### src/rtl/freq_counter_pkg.sv
// Shared state encoding and gate-length helpers for the power-of-two frequency counter.
package freq_counter_pkg;

  localparam logic ST_IDLE = 1'b0;
  localparam logic ST_GATE = 1'b1;

  typedef enum logic {
    IDLE = ST_IDLE,
    GATE = ST_GATE
  } state_t;

  // Gate counter reload: a gate of 2^eff cycles counts down from 2^eff - 1 to 0.
  function automatic logic [63:0] pow2_minus1(input int unsigned eff);
    pow2_minus1 = (64'd1 << eff) - 64'd1;
  endfunction

  function automatic int unsigned clamp_log2N(input int unsigned log2n, input int unsigned lmax);
    clamp_log2N = (log2n > lmax) ? lmax : log2n;
  endfunction

endpackage

### src/rtl/edge_sync.sv
// Two-flop synchroniser for one asynchronous input, followed by a rising-edge detector.
module edge_sync (
  input  logic clk,
  input  logic rst,
  input  logic i_sig,
  output logic o_edge
);

  logic r_s1;
  logic r_s2;
  logic r_s3;

  always_ff @(posedge clk or posedge rst) begin
    if (rst) begin
      r_s1 <= 1'b0;
      r_s2 <= 1'b0;
      r_s3 <= 1'b0;
    end else begin
      r_s1 <= i_sig;
      r_s2 <= r_s1;
      r_s3 <= r_s2;
    end
  end

  assign o_edge = r_s2 & ~r_s3;

endmodule

### src/rtl/freq_counter_pow2.sv
// Gapless multi-channel frequency counter: counts rising edges per channel over
// back-to-back gates of 2^log2N clk cycles and reports each gate on a valid/ready port.
//
// state | meaning
// IDLE  | stopped; accumulators and gate counter held at zero
// GATE  | measuring; final cycle (gate counter 0) reports and reloads with no gap
module freq_counter_pow2 #(
  parameter int N_CH        = 2,
  parameter int CNT_WIDTH   = 32,
  parameter int LOG2N_WIDTH = 5,
  parameter int LOG2N_MAX   = 30
) (
  input  logic                      clk,
  input  logic                      rst,
  input  logic                      enable,
  input  logic [LOG2N_WIDTH-1:0]    log2N,
  input  logic [N_CH-1:0]           sig_in,
  output logic [N_CH*CNT_WIDTH-1:0] res_count,
  output logic [N_CH-1:0]           res_sat,
  output logic [LOG2N_WIDTH-1:0]    res_log2N,
  output logic                      res_valid,
  input  logic                      res_ready,
  output logic                      overrun,
  output logic                      busy
);

  import freq_counter_pkg::*;

  localparam logic [CNT_WIDTH-1:0] CNT_MAX = '1;

  state_t                      r_state;
  state_t                      w_state_nxt;
  logic                        w_start;
  logic                        w_final;
  logic [LOG2N_MAX-1:0]        r_gate_cnt;
  logic [LOG2N_WIDTH-1:0]      r_eff;
  logic [LOG2N_WIDTH-1:0]      w_eff;
  logic [LOG2N_MAX-1:0]        w_reload;
  logic [N_CH-1:0]             w_edge;
  logic [CNT_WIDTH-1:0]        r_acc [N_CH];
  logic [CNT_WIDTH-1:0]        w_acc_nxt [N_CH];
  logic [N_CH-1:0]             r_sat;
  logic [N_CH-1:0]             w_sat_nxt;
  logic [N_CH*CNT_WIDTH-1:0]   r_res_count;
  logic [N_CH-1:0]             r_res_sat;
  logic [LOG2N_WIDTH-1:0]      r_res_log2N;
  logic                        r_res_valid;
  logic                        r_overrun;

  for (genvar k = 0; k < N_CH; k++) begin : g_ch
    edge_sync u_edge_sync (
      .clk   (clk),
      .rst   (rst),
      .i_sig (sig_in[k]),
      .o_edge(w_edge[k])
    );
  end

  assign w_eff    = LOG2N_WIDTH'(clamp_log2N(32'(log2N), 32'(LOG2N_MAX)));
  assign w_reload = LOG2N_MAX'(pow2_minus1(32'(w_eff)));

  // Saturating add; the final-cycle edge is folded in here so the report includes it.
  always_comb begin
    for (int k = 0; k < N_CH; k++) begin
      if (r_acc[k] == CNT_MAX) w_acc_nxt[k] = CNT_MAX;
      else                     w_acc_nxt[k] = r_acc[k] + CNT_WIDTH'(w_edge[k]);
      w_sat_nxt[k] = r_sat[k] | (w_acc_nxt[k] == CNT_MAX);
    end
  end

  always_ff @(posedge clk or posedge rst) begin
    if (rst) r_state <= IDLE;
    else     r_state <= w_state_nxt;
  end

  always_comb begin
    w_state_nxt = r_state;
    w_start     = 1'b0;
    w_final     = 1'b0;
    case (r_state)
      IDLE: begin
        if (enable) begin
          w_state_nxt = GATE;
          w_start     = 1'b1;
        end
      end
      GATE: begin
        if (!enable)                  w_state_nxt = IDLE;
        else if (r_gate_cnt == '0)    w_final     = 1'b1;
      end
      default: w_state_nxt = IDLE;
    endcase
  end

  always_ff @(posedge clk or posedge rst) begin
    if (rst) begin
      r_gate_cnt <= '0;
      r_eff      <= '0;
      r_sat      <= '0;
      for (int k = 0; k < N_CH; k++) r_acc[k] <= '0;
    end else begin
      if (w_start || w_final) begin
        r_gate_cnt <= w_reload;
        r_eff      <= w_eff;
      end else if (w_state_nxt == GATE) begin
        r_gate_cnt <= r_gate_cnt - 1'b1;
      end else begin
        r_gate_cnt <= '0;
      end

      if (r_state == GATE && enable && !w_final) begin
        r_sat <= w_sat_nxt;
        for (int k = 0; k < N_CH; k++) r_acc[k] <= w_acc_nxt[k];
      end else begin
        r_sat <= '0;
        for (int k = 0; k < N_CH; k++) r_acc[k] <= '0;
      end
    end
  end

  always_ff @(posedge clk or posedge rst) begin
    if (rst) begin
      r_res_count <= '0;
      r_res_sat   <= '0;
      r_res_log2N <= '0;
      r_res_valid <= 1'b0;
      r_overrun   <= 1'b0;
    end else begin
      if (w_final) begin
        for (int k = 0; k < N_CH; k++) r_res_count[k*CNT_WIDTH +: CNT_WIDTH] <= w_acc_nxt[k];
        r_res_sat   <= w_sat_nxt;
        r_res_log2N <= r_eff;
      end

      // A new result wins over a same-cycle transfer, so valid stays high.
      if (w_final)        r_res_valid <= 1'b1;
      else if (res_ready) r_res_valid <= 1'b0;

      if (!enable)                                  r_overrun <= 1'b0;
      else if (w_final && r_res_valid && !res_ready) r_overrun <= 1'b1;
    end
  end

  assign res_count = r_res_count;
  assign res_sat   = r_res_sat;
  assign res_log2N = r_res_log2N;
  assign res_valid = r_res_valid;
  assign overrun   = r_overrun;
  assign busy      = (r_state == GATE);

endmodule

### config.mk
export PLATFORM = sky130hd
export DESIGN_NAME = freq_counter_pow2
export DESIGN_NICKNAME = d
export VERILOG_FILES = /design/src/rtl/freq_counter_pkg.sv /design/src/rtl/edge_sync.sv /design/src/rtl/freq_counter_pow2.sv
export SDC_FILE = /design/constraint.sdc
export NUM_CORES = 1
export LEC_CHECK = 0
export ABC_AREA = 1
export CAP_MARGIN = 30
export CORE_MARGIN = 10
export CORE_UTILIZATION = 45
export DETAILED_ROUTE_END_ITERATION = 8
export DONT_BUFFER_PORTS = 1
export GPL_TIMING_DRIVEN = 0
export RECOVER_POWER = 50
export SYNTH_ARGS = -nofsm -noshare
export SYNTH_HDL_FRONTEND = slang
export SYNTH_SLANG_ARGS = --single-unit
### constraint.sdc
create_clock -name clk -period 6.2 [get_ports clk]
set_input_delay 0.93 -clock clk [delete_from_list [all_inputs] [get_ports clk]]
set_output_delay 0.93 -clock clk [all_outputs]
set_load 0.02 [all_outputs]
# Yosys cells after proc, flatten, opt, wreduce, memory -nomap -nowiden
# Index checks and enable logic that the tools add are counted.
dict set report word_totals {
  wordCells 59
  inputBits 11
  reg_bits 181
}
dict set report op_classes {
  eq_ne 5
  n_addsub 4
  muxes 16
  magnitude_cmp 1
  n_reduce_logical 9
  bitwise 6
  shifts 1
}
# cell n
set op_table {}
lappend op_table {{$eq A32 B32 Y1 const B} 4}
lappend op_table {{$add A32 B1 Y32} 2}
lappend op_table {{$mux W32} 2}
lappend op_table {{$mux W64} 1}
lappend op_table {{$mux W30} 2}
lappend op_table {{$sub A30 B1 Y30 const B} 2}
lappend op_table {{$logic_not A30 Y1} 1}
lappend op_table {{$shl A1 B5 Y30 const A} 1}
lappend op_table {{$mux W1} 9}
lappend op_table {{$gt A5 B5 Y1 const B} 1}
lappend op_table {{$mux W5} 1}
lappend op_table {{$logic_and A1 B1 Y1} 4}
lappend op_table {{$and A1 B1 Y1} 2}
lappend op_table {{$logic_not A1 Y1} 2}
lappend op_table {{$mux W2} 1}
lappend op_table {{$ne A2 B1 Y1 const B} 1}
lappend op_table {{$not A1 Y1} 2}
lappend op_table {{$or A1 B1 Y1} 2}
lappend op_table {{$reduce_bool A2 Y1} 1}
lappend op_table {{$logic_or A1 B1 Y1} 1}

# Depth between registers and ports, before layout
dict set report depth {
  word_depth 8
  ltp_mapped 19
  ltp_nobuf 19
}

# Hierarchy
# From an unflattened synthesis, not the netlist that was laid out.
dict set report hier_totals {
  cells_unflattened 1412
  area_unflattened_um2 10075.9
}
# module seq_area_each_um2 n_inst cells_each area_each_um2
set modules_own_cells {}
lappend modules_own_cells {freq_counter_pow2 4379.2 1 1400 9898.2}
lappend modules_own_cells {edge_sync 75.1 2 6 88.8}

# Least setup slack after synthesis
# No wires, ideal clock.
dict set report synth_path {
  path_kind {input to register}
  start {input port log2N[2]}
  end {register r_gate_cnt[22]}
  setup_time_ns 0.130
  t_arrival_ns 2.417
  setup_slack_ns 3.653
  cell_stages 16
  t_required_ns 6.070
  n_path_buf 0
  cell_sequence {inv_1 > nand3_1 > nor2_1 > inv_2 > nor2_1 > inv_1 > ha_1 > inv_1 > nor2_1 > nand3_1 > nor2_1 > inv_2 > nor2_2 > inv_2 > nor3_1 > o22ai_1}
}
dict set report synth_between {
  elab_chain_cells 5
}
# item line_no
set synth_lines {}
lappend synth_lines {{start, declared} freq_counter_pow2.sv:16} ;# input logic [LOG2N_WIDTH-1:0] log2N,
lappend synth_lines {{$gt A5 B5 Y1} freq_counter_pkg.sv:18} ;# clamp_log2N = (log2n > lmax) ? lmax : log2n;
lappend synth_lines {{$mux W5 (*)} freq_counter_pkg.sv:18}
lappend synth_lines {{$shl A1 B5 Y30 (*)} freq_counter_pkg.sv:14} ;# pow2_minus1 = (64'd1 << eff) - 64'd1;
lappend synth_lines {{$sub A30 B1 Y30 (*)} freq_counter_pkg.sv:14}
lappend synth_lines {{$mux W30 (*)} freq_counter_pow2.sv:102} ;# if (w_start || w_final) begin
lappend synth_lines {{end signal, assigned} freq_counter_pow2.sv:103} ;# r_gate_cnt <= w_reload;
lappend synth_lines {{end signal, assigned} freq_counter_pow2.sv:106} ;# r_gate_cnt <= r_gate_cnt - 1'b1;
lappend synth_lines {{end, declared} freq_counter_pow2.sv:35} ;# logic [LOG2N_MAX-1:0] r_gate_cnt;
# Every way passes the cells marked *; elsewhere a longest branch is shown, timed or not.
# A chain may end at the register's enable or synchronous reset.

# Worst setup path in the final report
dict set report layout_path {
  start {register g_ch[1].u_edge_sync.r_s3}
  end {register r_res_sat[1], in the netlist res_sat[1]}
}
dict set report layout_between {
  elab_chain_cells 6
}
# item line_no
set layout_lines {}
lappend layout_lines {{start, declared} edge_sync.sv:11} ;# logic r_s3;
lappend layout_lines {{start signal, assigned} edge_sync.sv:21} ;# r_s3 <= r_s2;
lappend layout_lines {{$not A1 Y1} edge_sync.sv:25} ;# assign o_edge = r_s2 & ~r_s3;
lappend layout_lines {{$and A1 B1 Y1} edge_sync.sv:25}
lappend layout_lines {{$add A32 B1 Y32} freq_counter_pow2.sv:66} ;# else w_acc_nxt[k] = r_acc[k] + CNT_WIDTH'(w_edge[k]);
lappend layout_lines {{$mux W32} freq_counter_pow2.sv:65} ;# if (r_acc[k] == CNT_MAX) w_acc_nxt[k] = CNT_MAX;
lappend layout_lines {{$eq A32 B32 Y1} freq_counter_pow2.sv:67} ;# w_sat_nxt[k] = r_sat[k] | (w_acc_nxt[k] == CNT_MAX);
lappend layout_lines {{$or A1 B1 Y1} freq_counter_pow2.sv:67}
lappend layout_lines {{end signal, assigned} freq_counter_pow2.sv:131} ;# r_res_sat <= w_sat_nxt;
lappend layout_lines {{end, declared} freq_counter_pow2.sv:45} ;# logic [N_CH-1:0] r_res_sat;
# No other way between the ends.

==> implementation parameters <==
Parameter                              Value

Outcome
  Run status    complete, no violations

Floorplanning
  Boundary Pins    85
  Horizontal die dimension    169 um
  Num rows    54
  Initial Utilization    45.8%
  Core ar.    0.0219 mm2
  Full die area    0.0287 mm2
  Die H    169 um

Synth
  Number of different library cells in the post-synthesis netlist    35
  Yosys warnings    0
  Part of the Yosys area used for sequential elements    45.2%
  Synthesized flop and latch total    181
  Post-synthesis average cell area    7.13 um2
  Cell area after synthesis    0.0100 mm2
  Syn nets    1423
  Gate count of the mapped netlist    1406

Power
  Maximum VDD drop    0.000144 V
  Share of total power in combinational logic    7.4%
  Switching Share    26.5%
  Static Leakage    0.00513 uW
  Clk network pwr share    43.9%
  Ratio of total power to cell area    229 mW/mm2
  Pwr Total    2520 uW
  Cell-internal power    1850 uW
  Register share of total power    48.7%
  Sw power    666 uW

Worst setup path
  Highest net fanout along the worst path    6
  Slowest CP cell    dfrtp_1
  Required time worst endpoint    6570 ps
  Worst stage delay on the critical path    360 ps
  Critical Path AT    3140 ps
  Critical path capture point type    flip-flop
  Most used cell along the critical path    nand2_1
  Buffer and inverter count on the worst path    1
  Category of cells accounting for the largest share of critical-path delay    simple AND/OR/NAND/NOR gates
  Setup Crit Path Kind    reg -> reg
  Startpoint type of the worst setup path    flip-flop
  Ordered cell list for the critical path    nor2_1 > ha_1 > ha_1 > nand3_1 > inv_2 > nand2_2 > nor2_1 > nand3_1 > nand3_1 > nand2_1 > nor2_1 > nand2_1 > nor2_1 > nand2_1 > nand2_1 > nand2_1 > nand2_1

CTS
  TritonCTS clock tree    yes
  Register clock-pin slew on the reported worst setup and hold paths    70 ps
  Hold Buf Count CTS    0
  Total number of clock tree sinks    181
  Number of H-tree levels    4
  Setup repair bufs after CTS    0
  Maximum count of clock buffers along a single path    2
  Number of buffers inserted during clock tree synthesis    17
  Post-cts resize count    0
  Worst skew pair latency    440 ps
  Clk Tree Root Cell    clkbuf_16

Layout
  N_diodes    0
  Number of filler instances in the final layout    2236
  Net total in the final layout    1443
  Fraction of the core area covered by cells at the end of the flow    50.3%
  Share of layout cells above drive strength 1    7.78%
  Layout overhead on the synthesized area    9.73%

STA
  Worst Max-Slew Pin Slew    723 ps
  Setup-failing EPs final    0
  Shortest clock period the worst path allows after layout    2760 ps
  Part of the cycle the worst path needs    44.6%
  Slew HR    51.8%
  Max frequency    0.362 GHz
  Hold Vio Cnt, Final    0
  Max-slew violation count    0
  RSZ-0062 raised after global routing    no
  Final Skew    9.55 ps

Drt
  Drt initial violations    606
  Overall routed net length    29100 um
  Drt drc    0
  Detailed Routing Iterations Pass 1    5
  Avg WL per Cell    16.9 um
  ANT nets after route    0
  Number of vias per cell    5.09
  Detailed-route via count    8755

Place
  Final weighted congestion of routability-driven global placement    0.963
  Port Buf Inserts    0
  HPWL after DPL    22100 um

Global routing
  Largest net degree at the start of global routing    107
  Global-route wire length before repair    46900 um
  Number of antenna violations at the first check in global routing    0
  Global router's overall resource usage    20.6%
  Global route total overflow    0
  Via count of the first global-routing pass    8697

Hold path
  Hold crit path type    reg -> reg

Job
  Max-Cap Viols    0
[per-stage QoR]
stage	instance area [um2]	std cells	TNS, ps	worst slack, ps	hold slack, ps
6_report	11000	1719	0	3440	351
5_1_grt	11000	1719	0	3150	361
4_1_cts	11000	1719	0	3420	352
3_5_place_dp	10400	1687	0	3150	335
3_3_place_gp	10400	1686	-293210	-1640	336
2_1_floorplan	10000	1406	0	355	331
[cell type report]
class | count | area (um2) | area share, %
multi-input combinational | 1022 | 4670 | 42.4
sequential | 181 | 4530 | 41.2
inverter | 168 | 638 | 5.80
clock buffer | 19 | 453 | 4.12
tap | 280 | 350 | 3.18
buffer | 35 | 199 | 1.81
clock inverter | 13 | 138 | 1.25
timing repair buffer | 1 | 27.5 | 0.250
[layout by cell type (no fill, tap or decap), types with 2 or more instances in the layout]
| cell | instances |
|---|---|
| inv_2 | 20 |
| buf_6 | 5 |
| nand3b_1 | 18 |
| ha_1 | 6 |
| o32ai_1 | 5 |
| o21ai_0 | 62 |
| o2bb2ai_1 | 2 |
| nand4_1 | 15 |
| nor2_1 | 232 |
| nand3_1 | 82 |
| xnor2_1 | 17 |
| clkbuf_1 | 8 |
| nand2_2 | 7 |
| inv_8 | 2 |
| clkbuf_16 | 17 |
| nand2_1 | 458 |
| inv_1 | 147 |
| or2_2 | 2 |
| o22ai_1 | 15 |
| clkinv_2 | 2 |
| clkbuf_8 | 2 |
| inv_6 | 6 |
| o21ai_1 | 15 |
| buf_2 | 21 |
| nor3_1 | 15 |
| dfrtp_1 | 181 |
| xor2_1 | 30 |
| nor4_1 | 4 |
| a21oi_1 | 10 |
| nor2_4 | 3 |
| clkinv_4 | 2 |
| nor2_2 | 16 |
[power by group through the flow]
stage	combinational, uW	clock, uW	sequential, uW
after floorplan	139	0	1240
after global placement	181	0	1250
after detailed placement	185	0	1250
after CTS	187	1120	1230
after global routing	210	1180	1230
final	186	1100	1230
[flip-flops by register name (all words and copies together), names as in the netlist]
register	count
r_acc	64
res_count	64
r_gate_cnt	30
r_eff	5
res_log2N	5
g_ch.u_edge_sync.r_s1	2
g_ch.u_edge_sync.r_s2	2
g_ch.u_edge_sync.r_s3	2
r_sat	2
res_sat	2
busy	1
overrun	1
res_valid	1
[Yosys cell counts]
cell       count  area (um2)
nor2_2        16         100
inv_1        148         556
nand3b_1      18         135
nor4_1         4        25.0
nor2_1       232         871
o2bb2ai_1      2        17.5
nand4_1       15        93.8
and3_1         1        6.26
xnor2_1       17         149
nor3_1        15        75.1
nor2_4         3        33.8
clkbuf_1       8        30.0
mux2i_1        1        10.0
dfrtp_1      181        4530
ha_1           6        75.1
or2_2          2        12.5
a21oi_1       10        50.1
nand2_1      458        1720
nor3_2         1        10.0
o32ai_1        5        43.8
buf_2         21         105
o22ai_1       15        93.8
o211ai_1       1        7.51
inv_2         20        75.1
nand3_2        1        10.0
nand3_1       82         410
o21ai_0       62         310
buf_6          5        56.3
nand2_2        7        43.8
a31oi_1        1        6.26
buf_4          1        7.51
o21ai_1       15        75.1
xor2_1        30         263
a2111o_1       1        11.3
nand2_4        1        11.3
[per-layer routing]
metal	wire, um	part of all wire (%)	global-route usage (%)	up-vias
li1	-	-	-	4433
met1	13400	46	27.2	4110
met2	13700	47	33.7	186
met3	1540	5.3	4.17	26
met4	423	1.5	5.18	0
met5	0	0	0	-
[worst register-to-register path, stage by stage, from the launching register on]
cell     delay [ps]
dfrtp_1         360
nor2_1          120
ha_1            280
ha_1            250
nand3_1         190
inv_2           100
nand2_2         100
nor2_1          290
nand3_1         120
nand3_1         180
nand2_1          70
nor2_1          130
nand2_1          90
nor2_1           90
nand2_1          70
nand2_1          70
nand2_1          80
nand2_1          90
[cell families (layout without fill, tap and decap cells)]
kind of cell	after synthesis	after routing	share of synthesized area, %
adder cells (fa/ha/maj)	6	6	0.749
AND/OR/NAND/NOR	856	856	35.5
AO/OA/AOI/OAI	112	112	6.14
flip-flops	181	181	45.2
buffers and inverters	203	236	8.27
XOR/XNOR	47	47	4.10
multiplexers	1	1	0.0998
[path summary, 6_finish.rpt]
kind	start	endpoint	slack, ps	cells after the start
worst max register to register	g_ch[1].u_edge_sync.r_s3	res_sat[1]	3440	17
worst max-delay path	g_ch[1].u_edge_sync.r_s3	res_sat[1]	3440	17
worst min register to register	g_ch[1].u_edge_sync.r_s1	g_ch[1].u_edge_sync.r_s2	350	0
min in group asynchronous	rst	r_acc[7]	480	1
worst min-delay path	g_ch[1].u_edge_sync.r_s1	g_ch[1].u_edge_sync.r_s2	350	0
max in group asynchronous	rst	r_acc[55]	4860	2
Power figures use the tool's default switching activity.
